<file path="src/rtl/signal_lamp_monitor.sv">
// Lamp decoder and conflict monitor for an 8-lane intersection (4 through, 4 left).
// Optional stuck-code watchdog: define SIGNAL_LAMP_MONITOR_WATCHDOG_EN.
module signal_lamp_monitor #(
    parameter int FLASH_HALF     = 4,
    parameter int MIN_YELLOW     = 2,
    parameter int STARTUP_CYCLES = 8,
    parameter int WDOG_CYCLES    = 64
) (
    input  logic        clk,
    input  logic        reset,
    input  logic [15:0] light_code,
    input  logic        clear_fault,
    output logic [7:0]  lamp_red,
    output logic [7:0]  lamp_yellow,
    output logic [7:0]  lamp_green,
    output logic        fault,
    output logic [2:0]  fault_code,
    output logic [2:0]  fault_lane
);
    typedef enum logic [1:0] {
        S_INIT  = 2'd0,
        S_RUN   = 2'd1,
        S_FAULT = 2'd2
    } state_t;

    localparam logic [1:0]  CODE_GREEN  = 2'b00;
    localparam logic [1:0]  CODE_YELLOW = 2'b01;
    localparam logic [1:0]  CODE_RED    = 2'b10;
    localparam logic [1:0]  CODE_FLASH  = 2'b11;
    localparam logic [15:0] ALL_RED     = 16'hAAAA;
    localparam logic [7:0]  NS_MASK     = 8'h55;
    localparam logic [7:0]  EW_MASK     = 8'hAA;

    localparam int FW = $clog2(FLASH_HALF + 1);
    localparam int IW = $clog2(STARTUP_CYCLES + 1);
    localparam int YW = $clog2(MIN_YELLOW + 1);
    localparam logic [FW-1:0] FLASH_LAST = FW'(FLASH_HALF - 1);
    localparam logic [IW-1:0] INIT_LAST  = IW'(STARTUP_CYCLES - 1);
    localparam logic [YW-1:0] YEL_MIN    = YW'(MIN_YELLOW);

    state_t          state_q, state_d;
    logic [15:0]     cur_q, prev_q;
    logic [FW-1:0]   flash_cnt_q, flash_cnt_d;
    logic            flash_q, flash_d;
    logic [IW-1:0]   init_cnt_q, init_cnt_d;
    logic [YW-1:0]   ydwell_q [8];
    logic [YW-1:0]   ydwell_d [8];
    logic [2:0]      fault_code_q, fault_code_d;
    logic [2:0]      fault_lane_q, fault_lane_d;
    logic            fault_q, fault_d;
    logic [7:0]      lamp_red_q, lamp_red_d;
    logic [7:0]      lamp_yellow_q, lamp_yellow_d;
    logic [7:0]      lamp_green_q, lamp_green_d;

    logic [7:0]      green_s, gy_s, skip_s, short_s, conf_s;
    logic [3:0]      left_s;
    logic            all_red_s;
    logic            wdog_trip_s;
    logic [2:0]      viol_code_s, viol_lane_s;

    function automatic logic [2:0] lowest_lane(input logic [7:0] mask);
        logic [2:0] idx;
        idx = 3'd0;
        for (int i = 7; i >= 0; i--) begin
            idx = mask[i] ? 3'(i) : idx;
        end
        return idx;
    endfunction

    // Green or yellow on the through lane that opposes a left turn.
    function automatic logic opp_busy(input logic [1:0] code);
        return (code == CODE_GREEN) || (code == CODE_YELLOW);
    endfunction

    // Per-lane violation masks and the prioritised fault selection.
    always_comb begin
        green_s = 8'h00;
        gy_s    = 8'h00;
        skip_s  = 8'h00;
        short_s = 8'h00;
        for (int i = 0; i < 8; i++) begin
            green_s[i] = (cur_q[2*i +: 2] == CODE_GREEN);
            gy_s[i]    = green_s[i] || (cur_q[2*i +: 2] == CODE_FLASH);
            skip_s[i]  = (prev_q[2*i +: 2] == CODE_GREEN) && (cur_q[2*i +: 2] == CODE_RED);
            short_s[i] = (prev_q[2*i +: 2] == CODE_YELLOW) && (cur_q[2*i +: 2] == CODE_RED)
                         && (ydwell_q[i] < YEL_MIN);
        end
        if (((|(green_s & NS_MASK)) && (|(gy_s & EW_MASK))) ||
            ((|(green_s & EW_MASK)) && (|(gy_s & NS_MASK)))) begin
            conf_s = green_s;
        end else begin
            conf_s = 8'h00;
        end
        left_s[0]   = green_s[4] && opp_busy(cur_q[5:4]);
        left_s[1]   = green_s[5] && opp_busy(cur_q[7:6]);
        left_s[2]   = green_s[6] && opp_busy(cur_q[1:0]);
        left_s[3]   = green_s[7] && opp_busy(cur_q[3:2]);
        conf_s[7:4] = conf_s[7:4] | left_s;
        conf_s[2]   = conf_s[2] | (left_s[0] & green_s[2]);
        conf_s[3]   = conf_s[3] | (left_s[1] & green_s[3]);
        conf_s[0]   = conf_s[0] | (left_s[2] & green_s[0]);
        conf_s[1]   = conf_s[1] | (left_s[3] & green_s[1]);
        all_red_s   = (cur_q == ALL_RED);

        if (|conf_s) begin
            viol_code_s = 3'd3;
            viol_lane_s = lowest_lane(conf_s);
        end else if (|skip_s) begin
            viol_code_s = 3'd1;
            viol_lane_s = lowest_lane(skip_s);
        end else if (|short_s) begin
            viol_code_s = 3'd2;
            viol_lane_s = lowest_lane(short_s);
        end else if (wdog_trip_s) begin
            viol_code_s = 3'd4;
            viol_lane_s = 3'd0;
        end else begin
            viol_code_s = 3'd0;
            viol_lane_s = 3'd0;
        end
    end

    // Flash generator, yellow dwell counters and the state machine.
    always_comb begin
        flash_cnt_d  = (flash_cnt_q == FLASH_LAST) ? {FW{1'b0}} : flash_cnt_q + FW'(1);
        flash_d      = (flash_cnt_q == FLASH_LAST) ? ~flash_q : flash_q;
        for (int i = 0; i < 8; i++) begin
            if (cur_q[2*i +: 2] == CODE_YELLOW) begin
                ydwell_d[i] = (ydwell_q[i] == YEL_MIN) ? YEL_MIN : ydwell_q[i] + YW'(1);
            end else begin
                ydwell_d[i] = {YW{1'b0}};
            end
        end
        state_d      = state_q;
        init_cnt_d   = init_cnt_q;
        fault_code_d = fault_code_q;
        fault_lane_d = fault_lane_q;
        case (state_q)
            S_INIT: begin
                if (init_cnt_q == INIT_LAST) begin
                    state_d    = S_RUN;
                    init_cnt_d = {IW{1'b0}};
                end else begin
                    init_cnt_d = init_cnt_q + IW'(1);
                end
            end
            S_RUN: begin
                if (viol_code_s != 3'd0) begin
                    state_d      = S_FAULT;
                    fault_code_d = viol_code_s;
                    fault_lane_d = viol_lane_s;
                end else begin
                    state_d = S_RUN;
                end
            end
            S_FAULT: begin
                if (clear_fault && all_red_s) begin
                    state_d      = S_INIT;
                    init_cnt_d   = {IW{1'b0}};
                    fault_code_d = 3'd0;
                    fault_lane_d = 3'd0;
                end else begin
                    state_d = S_FAULT;
                end
            end
            default: begin
                state_d      = S_INIT;
                init_cnt_d   = {IW{1'b0}};
                fault_code_d = 3'd0;
                fault_lane_d = 3'd0;
            end
        endcase
    end

    // Lamp drives follow the state being entered so a fault shows with its flag.
    always_comb begin
        lamp_red_d    = 8'h00;
        lamp_yellow_d = 8'h00;
        lamp_green_d  = 8'h00;
        fault_d       = (state_d == S_FAULT);
        case (state_d)
            S_INIT: begin
                lamp_red_d = 8'hFF;
            end
            S_RUN: begin
                for (int i = 0; i < 8; i++) begin
                    case (cur_q[2*i +: 2])
                        CODE_GREEN:  lamp_green_d[i]  = 1'b1;
                        CODE_YELLOW: lamp_yellow_d[i] = 1'b1;
                        CODE_RED:    lamp_red_d[i]    = 1'b1;
                        CODE_FLASH:  lamp_yellow_d[i] = flash_q;
                        default:     lamp_red_d[i]    = 1'b1;
                    endcase
                end
            end
            S_FAULT: begin
                lamp_red_d = {8{flash_q}};
            end
            default: begin
                lamp_red_d = 8'hFF;
            end
        endcase
    end

`ifdef SIGNAL_LAMP_MONITOR_WATCHDOG_EN
    localparam int WW = $clog2(WDOG_CYCLES + 1);
    localparam logic [WW-1:0] WDOG_LAST = WW'(WDOG_CYCLES - 1);
    logic [WW-1:0] wdog_q, wdog_d;
    logic          stall_s;

    // Count RUN cycles with a frozen code word that is not all red.
    always_comb begin
        stall_s     = (state_q == S_RUN) && (cur_q == prev_q) && (cur_q != ALL_RED);
        if (stall_s) begin
            wdog_d = wdog_q + WW'(1);
        end else begin
            wdog_d = {WW{1'b0}};
        end
        wdog_trip_s = stall_s && (wdog_q == WDOG_LAST);
    end

    // Watchdog counter register.
    always_ff @(posedge clk or negedge reset) begin
        if (!reset) begin
            wdog_q <= {WW{1'b0}};
        end else begin
            wdog_q <= wdog_d;
        end
    end
`else
    // Watchdog compiled out; the parameter stays for a uniform interface.
    assign wdog_trip_s = (WDOG_CYCLES < 0);
`endif

    // State, pipeline and output registers.
    always_ff @(posedge clk or negedge reset) begin
        if (!reset) begin
            state_q       <= S_INIT;
            cur_q         <= ALL_RED;
            prev_q        <= ALL_RED;
            flash_cnt_q   <= {FW{1'b0}};
            flash_q       <= 1'b0;
            init_cnt_q    <= {IW{1'b0}};
            for (int i = 0; i < 8; i++) begin
                ydwell_q[i] <= {YW{1'b0}};
            end
            fault_code_q  <= 3'd0;
            fault_lane_q  <= 3'd0;
            fault_q       <= 1'b0;
            lamp_red_q    <= 8'hFF;
            lamp_yellow_q <= 8'h00;
            lamp_green_q  <= 8'h00;
        end else begin
            state_q       <= state_d;
            cur_q         <= light_code;
            prev_q        <= cur_q;
            flash_cnt_q   <= flash_cnt_d;
            flash_q       <= flash_d;
            init_cnt_q    <= init_cnt_d;
            for (int i = 0; i < 8; i++) begin
                ydwell_q[i] <= ydwell_d[i];
            end
            fault_code_q  <= fault_code_d;
            fault_lane_q  <= fault_lane_d;
            fault_q       <= fault_d;
            lamp_red_q    <= lamp_red_d;
            lamp_yellow_q <= lamp_yellow_d;
            lamp_green_q  <= lamp_green_d;
        end
    end

    assign lamp_red    = lamp_red_q;
    assign lamp_yellow = lamp_yellow_q;
    assign lamp_green  = lamp_green_q;
    assign fault       = fault_q;
    assign fault_code  = fault_code_q;
    assign fault_lane  = fault_lane_q;
endmodule

</file>
<file path="config.mk">
export PLATFORM = sky130hd
export DESIGN_NAME = signal_lamp_monitor
export DESIGN_NICKNAME = d
export VERILOG_FILES = /design/src/rtl/signal_lamp_monitor.sv
export SDC_FILE = /design/constraint.sdc
export NUM_CORES = 1
export LEC_CHECK = 0
export ABC_CLOCK_PERIOD_IN_PS = 3800
export BUFFER_PORTS_ARGS = -buffer_cell sky130_fd_sc_hd__clkbuf_2
export CAP_MARGIN = 10
export CELL_PAD_IN_SITES_DETAIL_PLACEMENT = 0
export CELL_PAD_IN_SITES_GLOBAL_PLACEMENT = 1
export CORE_MARGIN = 8
export CORE_UTILIZATION = 48
export CTS_BUF_LIST = sky130_fd_sc_hd__clkbuf_2
export CTS_CLUSTER_SIZE = 20
export DETAILED_ROUTE_END_ITERATION = 6
export PLACE_DENSITY_LB_ADDON = 0.1
export SLEW_MARGIN = 20
export SYNTH_ARGS = -nofsm -noshare
export SYNTH_HDL_FRONTEND = slang
export SYNTH_SLANG_ARGS = --single-unit
export TNS_END_PERCENT = 50
</file>
<file path="constraint.sdc">
create_clock -name clk -period 3.8 [get_ports clk]
set_input_delay 0.19 -clock clk [delete_from_list [all_inputs] [get_ports clk]]
set_output_delay 0.19 -clock clk [all_outputs]
set_load 0.02 [all_outputs]
</file>
==> summary.txt, run 1 <==
Unique masters post-synth -> 57
Post-synth ARST share -> 1.000
gp weighted congestion -> 0.9073
vias in the first global route -> 3,030
Arr. time, crit path -> 3960 ps
clk root buf -> clkbuf_2
ant diodes -> 0
antenna violations before repair -> 0
power per cell area -> 477.6 mW/mm^2
period utilization -> 0.9229
Mapped Cells -> 378
Worst-Margin Slew -> 768.5 ps
share of cells above drive strength 1 -> 0.2318
worst hold path class -> primary input to flip-flop
GR Overflow Total -> 0
CP required -> 4250 ps
WL/cell -> 15.63 um
clock latency on the worst-skew pair -> 540 ps
syn avg cell area -> 11.31 sq um
Leak Pwr -> 0.002367 uW
Critical Path Sink Type -> flip-flop
relative slew slack -> 0.4807
DP Area -> 0.004631 sq mm
CTS Hold Bufs -> 17
Fin Hold WS -> 210.4 ps
DP HPWL -> 6540 um
CTS tree -> yes
Buffers on Ports -> 48
final net count -> 511
max-cap viol count -> 0
Yosys reg bits -> 88
Final ANT Viol Nets -> 0
CTS max path bufs -> 2
WS Path Type -> flip-flop to flip-flop
Starting Density -> 0.4925
final instance area -> 0.004965 sq mm
total wire length -> 8767 um
die height -> 110.4 um
Die Wd -> 110.4 um
Min Clock Period, post-route -> 3507 ps
post-CTS sizing -> 0
first-pass GRT wire length -> 14,770 um
Remaining DRCs -> 0
Clock Skews -> 44.29 ps
TritonCTS Sinks -> 88
H-Tree Depth -> 3
total number of vias -> 2,908
GRT Util Overall -> 0.1579
Boundary Pins -> 50
Iteration-0 DRC Markers -> 144
first-pass detailed-route iteration total -> 4
Post-Syn Area -> 0.004274 sq mm
Setup-failing EPs final -> 0
Fillers -> 790
CP max FO -> 8
routed vias/inst -> 5.184
fin. max-slew vios -> 0
largest net degree at the start of global routing -> 89
sequential area share after synthesis -> 0.5222
YS warnings -> 0
std cell rows -> 34
syn_nets -> 441
core area -> 0.008678 sq mm
ys flop type -> dfrtp_1
clock edge transition at the registers on the reported setup and hold paths -> 220 ps
status -> complete, no violations
Post-CTS Setup Inserts -> 0
CTS Buf Count -> 9
EDFF count, synth -> 0
Layout area overhead -> 16.16%
FMAX -> 0.2851 GHz
Die ar. -> 0.01218 sq mm
Peak VDD IR -> 197.3 uV
RSZ-0062 raised after global routing -> false
setup TNS -> 0 ps
Fin. Hold Viols -> 0
CP Launch Type -> flip-flop
report_power, final:
part | leakage (uW) | internal [uW] | switching, uW
Combinational | 0.00121 | 222 | 364
Sequential | 0.00107 | 1110 | 84.2
Clock | 0.0000884 | 288 | 304
final timing paths:
path,slack (ps),start,end,cells past startpoint
hold / removal,210,clear_fault,init_cnt_q[2]$_DFFE_PN0P_,6
setup reg to reg,290,cur_q[5]$_DFF_PN1_,lamp_red[7]$_DFF_PN1_,11
setup / recovery,290,cur_q[5]$_DFF_PN1_,lamp_red[7]$_DFF_PN1_,11
min in group asynchronous,220,reset,lamp_yellow[1]$_DFF_PN0_,2
max in group asynchronous,3020,reset,cur_q[8]$_DFF_PN0_,2
hold reg to reg,390,cur_q[13]$_DFF_PN1_,prev_q[13]$_DFF_PN1_,0
metrics by stage:
| stage | utilization | instances | setup slack, ps | total power [uW] |
|---|---|---|---|---|
| final | 0.5721 | 561 | 292.8 | 2371 |
| after floorplan | - | 378 | 806.8 | 1597 |
| after detailed placement | 0.5336 | 528 | 372.5 | 1792 |
| after global placement | 0.5336 | 528 | 453.2 | 1774 |
| after CTS | 0.5717 | 561 | 322.7 | 2409 |
| after global routing | 0.5721 | 561 | 21.76 | 2527 |
kinds of logic (layout without fill, tap and decap cells):
logic type,count (synthesis),in the layout,share of synthesized area
buffers and inverters,51,126,0.04625
muxes,1,1,0.002342
and+or+nand+nor,131,131,0.1964
other,1,1,0.0008774
AOI/OAI and AO/OA,61,61,0.1010
DFF,88,88,0.5222
xor gates and xnor gates,1,1,0.002050
adders and majority gates,44,44,0.1288
layout make-up:
class                   count  area (sq um)  share of cell area
clock inverters             5         105.1             0.02117
repair buffers             67         431.7             0.08695
multi-input cells         239          1844              0.3715
inverters                  43         161.4             0.03251
flip-flops and latches     88          2232              0.4496
well taps                 108         135.1             0.02722
clock buffers              11         55.05             0.01109
placed cells by master, fill, tap and decap left out, types with 3 or more instances in the layout:
master,count
bufinv_16,3
a22oi_1,3
nand4_1,3
o31ai_1,3
dfrtp_1,64
and2_1,25
dfstp_2,24
inv_1,43
o21ai_1,7
nand2_1,26
nor2b_1,10
a21oi_1,18
nor3_1,5
nor3b_1,7
o21ai_0,4
dlygate4sd3_1,17
o211ai_1,5
a21o_1,3
nand3_1,7
nor2_1,14
clkbuf_2,58
nand2b_1,3
a31oi_1,3
nor4bb_1,6
o221ai_1,3
ha_1,44
critical path, stage by stage (launching register included):
cell and delay, ps:
dfstp_2 610, inv_1 60, ha_1 280, nor4_4 470
o211ai_2 180, a221oi_4 430, nand4_2 260, nor2_4 180
a21oi_1 90, ha_1 310, a21oi_1 440, nand2_1 120
metal layers:
metal / global-route usage / vias up / share of wire
li1: - / 1430 / -
met1: 0.2089 / 1398 / 0.47
met4: 0.04282 / 0 / 0.0097
met5: 0 / - / 0
met2: 0.2528 / 72 / 0.47
met3: 0.03895 / 8 / 0.057
state kept, by name, indices dropped and copies added, names as in the netlist, 2 cells and up:
register and flops:
cur_q 16, fault_code 2, fault_lane 3, flash_cnt_q 3, init_cnt_q 4, lamp_green 8, lamp_red 8, lamp_yellow 8
prev_q 16, state_q 2, ydwell_q 16
cells in the mapped netlist (2+ instances only):
cell / instances / share of area
inv_1: 43 / 0.038
nand3b_1: 2 / 0.0035
or4bb_1: 2 / 0.0053
or3b_2: 2 / 0.0041
nand2_1: 26 / 0.023
nor2_1: 14 / 0.012
o21ai_1: 7 / 0.0082
nor4bb_1: 6 / 0.014
o21ai_0: 4 / 0.0047
and2_1: 25 / 0.037
o211ai_1: 5 / 0.0088
nor4_4: 2 / 0.010
dfrtp_1: 64 / 0.37
o31ai_1: 3 / 0.0053
nand4_1: 3 / 0.0044
a21o_1: 3 / 0.0053
nor3b_1: 7 / 0.012
clkbuf_1: 5 / 0.0044
dfstp_2: 24 / 0.15
buf_2: 2 / 0.0023
a21oi_1: 18 / 0.021
nand2b_1: 3 / 0.0044
nor3_1: 5 / 0.0059
a22oi_1: 3 / 0.0053
a211oi_1: 2 / 0.0035
nand4b_1: 2 / 0.0041
o221ai_1: 3 / 0.0061
nand3_1: 7 / 0.0082
and4_1: 2 / 0.0041
ha_1: 44 / 0.13
nor2b_1: 10 / 0.015
and2_2: 2 / 0.0035
and4b_1: 2 / 0.0047
a31oi_1: 3 / 0.0044
No activity file was read; power rests on OpenSTA's default activity.
==> run 2: changes to the inputs <==
--- a/config.mk
+++ b/config.mk
@@ -15,7 +15,7 @@
 export CTS_BUF_LIST = sky130_fd_sc_hd__clkbuf_2
 export CTS_CLUSTER_SIZE = 20
 export DETAILED_ROUTE_END_ITERATION = 6
-export PLACE_DENSITY_LB_ADDON = 0.1
+export PLACE_DENSITY = 0.8
 export SLEW_MARGIN = 20
 export SYNTH_ARGS = -nofsm -noshare
 export SYNTH_HDL_FRONTEND = slang
==> summary.txt, run 2 (same netlist as run 1, synthesis figures left out) <==
delay-heaviest family, CP -> simple AND/OR/NAND/NOR gates
CP Launch Type -> flip-flop
CTS tree -> yes
slowest stage delay, CP -> 610 ps (about the same)
Starting Density -> 0.4925 (unchanged)
Fin. Hold Viols -> 0 (unchanged)
total wire length -> 8912 um (+1.7%)
CP dominant cell by count -> ha_1
clk root buf -> clkbuf_2
Clock Skews -> 30.78 ps (-13.51 ps)
Fillers -> 762 (-3.5%)
antenna violations before repair -> 0 (unchanged)
CTS max path bufs -> 2 (unchanged)
fin. max-slew vios -> 0 (unchanged)
vias in the first global route -> 2,997 (-1.1%)
clock latency on the worst-skew pair -> 540 ps (about the same)
H-Tree Depth -> 3 (unchanged)
core area -> 0.008678 sq mm (unchanged)
DP Worst Slack -> 334.4 ps (-38.06 ps)
Buf/Inv on CP -> 2 (+1)
Boundary Pins -> 50 (unchanged)
ant diodes -> 0 (unchanged)
DP Area -> 0.004646 sq mm (+0.32%)
max-cap viol count -> 0 (unchanged)
final net count -> 513 (+0.39%)
die height -> 110.4 um (unchanged)
Layout area overhead -> 15.93%
period utilization -> 0.9290 (+0.006015)
commonest non-fill, non-tap cell in the layout -> dfrtp_1
WS Path Type -> flip-flop to flip-flop
Iteration-0 DRC Markers -> 137 (-4.9%)
share of cells above drive strength 1 -> 0.2330 (+0.001179)
Worst-Margin Slew -> 762.4 ps (-6.108 ps)
FMAX -> 0.2833 GHz (-0.65%)
final instance area -> 0.004955 sq mm (-0.20%)
highest-count cells in the layout ignoring fill and taps -> dfrtp_1 (64), clkbuf_2 (57), ha_1 (44)
cells along the critical path -> inv_1 > ha_1 > nor4_4 > o211ai_2 > a221oi_4 > nand4_2 > nor2_4 > a21o_1 > ha_1 > buf_4 > and2_1
relative slew slack -> 0.4848 (+0.004128)
first-pass GRT wire length -> 14,750 um (-0.14%)
Final ANT Viol Nets -> 0 (unchanged)
clock edge transition at the registers on the reported setup and hold paths -> 230 ps (about the same)
Die ar. -> 0.01218 sq mm (unchanged)
CTS Buf Count -> 9 (unchanged)
std cell rows -> 34 (unchanged)
worst hold path class -> primary input to flip-flop
DP HPWL -> 6655 um (+1.8%)
GR Overflow Total -> 0 (unchanged)
Setup-failing EPs final -> 0 (unchanged)
routed vias/inst -> 5.215 (+0.60%)
gp weighted congestion -> 0.9683 (+6.7%)
top flop regs -> cur_q (16), prev_q (16), ydwell_q (16)
Arr. time, crit path -> 4000 ps (+40 ps)
CP max FO -> 16 (+8)
status -> complete, no violations
Min Clock Period, post-route -> 3530 ps (+22.86 ps)
largest net degree at the start of global routing -> 89 (unchanged)
Peak VDD IR -> 203.5 uV (+3.2%)
total number of vias -> 2,936 (+0.96%)
Die Wd -> 110.4 um (unchanged)
RSZ-0062 raised after global routing -> false
CP required -> 4270 ps (+20 ps)
power per cell area -> 466.7 mW/mm^2 (-2.3%)
Buffers on Ports -> 48 (unchanged)
Core Util, Final -> 0.5709 (-0.001154)
Leak Pwr -> 0.002368 uW (about the same)
Worst path slowest cell -> dfstp_2
WL/cell -> 15.83 um (+1.3%)
GRT Util Overall -> 0.1583 (+0.0003956)
setup TNS -> 0 ps (unchanged)
TritonCTS Sinks -> 88 (unchanged)
first-pass detailed-route iteration total -> 5 (+1)
worst setup margin -> 269.9 ps (-22.86 ps)
Remaining DRCs -> 0 (unchanged)
Critical Path Sink Type -> flip-flop
post-CTS sizing -> 0 (unchanged)
run 2: cell types whose count changed in the layout (fill, tap and decap cells not counted):
cell	previous run	this run
buf_4	2	4
bufinv_16	3	2
clkinvlp_4	2	1
clkinv_1	0	1
clkbuf_2	58	57
clkinv_4	0	1
clkinv_2	0	1
run 2: repair_timing:
| action | CTS | global route |
|---|---|---|
| hold buffers | 17 | 0 |
| setup buffers | 0 | 0 |
| hold endpoints to repair | 80 | 0 |
run 2: layout make-up:
| class | instances | area, sq um | area share |
|---|---|---|---|
| clock buffer | 10 | 50.05 | 0.01010 |
| multi-input combinational | 239 | 1844 | 0.3722 |
| sequential | 88 | 2232 | 0.4505 |
| tap | 108 | 135.1 | 0.02727 |
| clock inverter | 6 | 85.08 | 0.01717 |
| timing repair buffer | 69 | 446.7 | 0.09015 |
| inverter | 43 | 161.4 | 0.03258 |
run 2: metrics by stage:
| stage | cells | total power, uW | hold slack (ps) |
|---|---|---|---|
| after global routing | 563 | 2453 | 210.3 |
| after floorplan | 378 | 1597 | -105.6 |
| after detailed placement | 530 | 1797 | 278.9 |
| final | 563 | 2313 | 193.6 |
| after CTS | 563 | 2343 | 175.0 |
| after global placement | 530 | 1775 | 277.2 |
run 2: power by group:
| group | internal (uW) | switching (uW) | total (uW) | leakage (uW) |
|---|---|---|---|---|
| clock network | 218 | 310 | 528 | 0.0000795 |
| registers | 1110 | 83.4 | 1190 | 0.00107 |
| logic | 223 | 370 | 593 | 0.00122 |
| total | 1550 | 763 | 2310 | 0.00237 |
run 2: tightest hold or removal path: stages:
cell      delay (ps)
clkbuf_2          90
nand4_1           80
nor3_1            70
nor2_1           110
a21oi_1           40
o21ai_0          140
run 2: worst paths after layout:
check | from | end | slack [ps] | cells past startpoint
max in group asynchronous | reset | prev_q[0]$_DFF_PN0_ | 3020 | 2
min in group asynchronous | reset | lamp_green[1]$_DFF_PN0_ | 230 | 2
hold / removal | clear_fault | init_cnt_q[2]$_DFFE_PN0P_ | 190 | 6
setup reg to reg | cur_q[5]$_DFF_PN1_ | lamp_green[6]$_DFF_PN0_ | 270 | 11
setup / recovery | cur_q[5]$_DFF_PN1_ | lamp_green[6]$_DFF_PN0_ | 270 | 11
hold reg to reg | cur_q[5]$_DFF_PN1_ | prev_q[5]$_DFF_PN1_ | 390 | 0
run 2: layer usage:
metal  GRT usage  wire length [um]  vias to the layer above
met5           0                 0                        -
met4     0.06660               187                        0
met3     0.03488               512                       17
met2      0.2557              4280                       77
met1      0.2009              3931                     1411
li1            -                 -                     1431
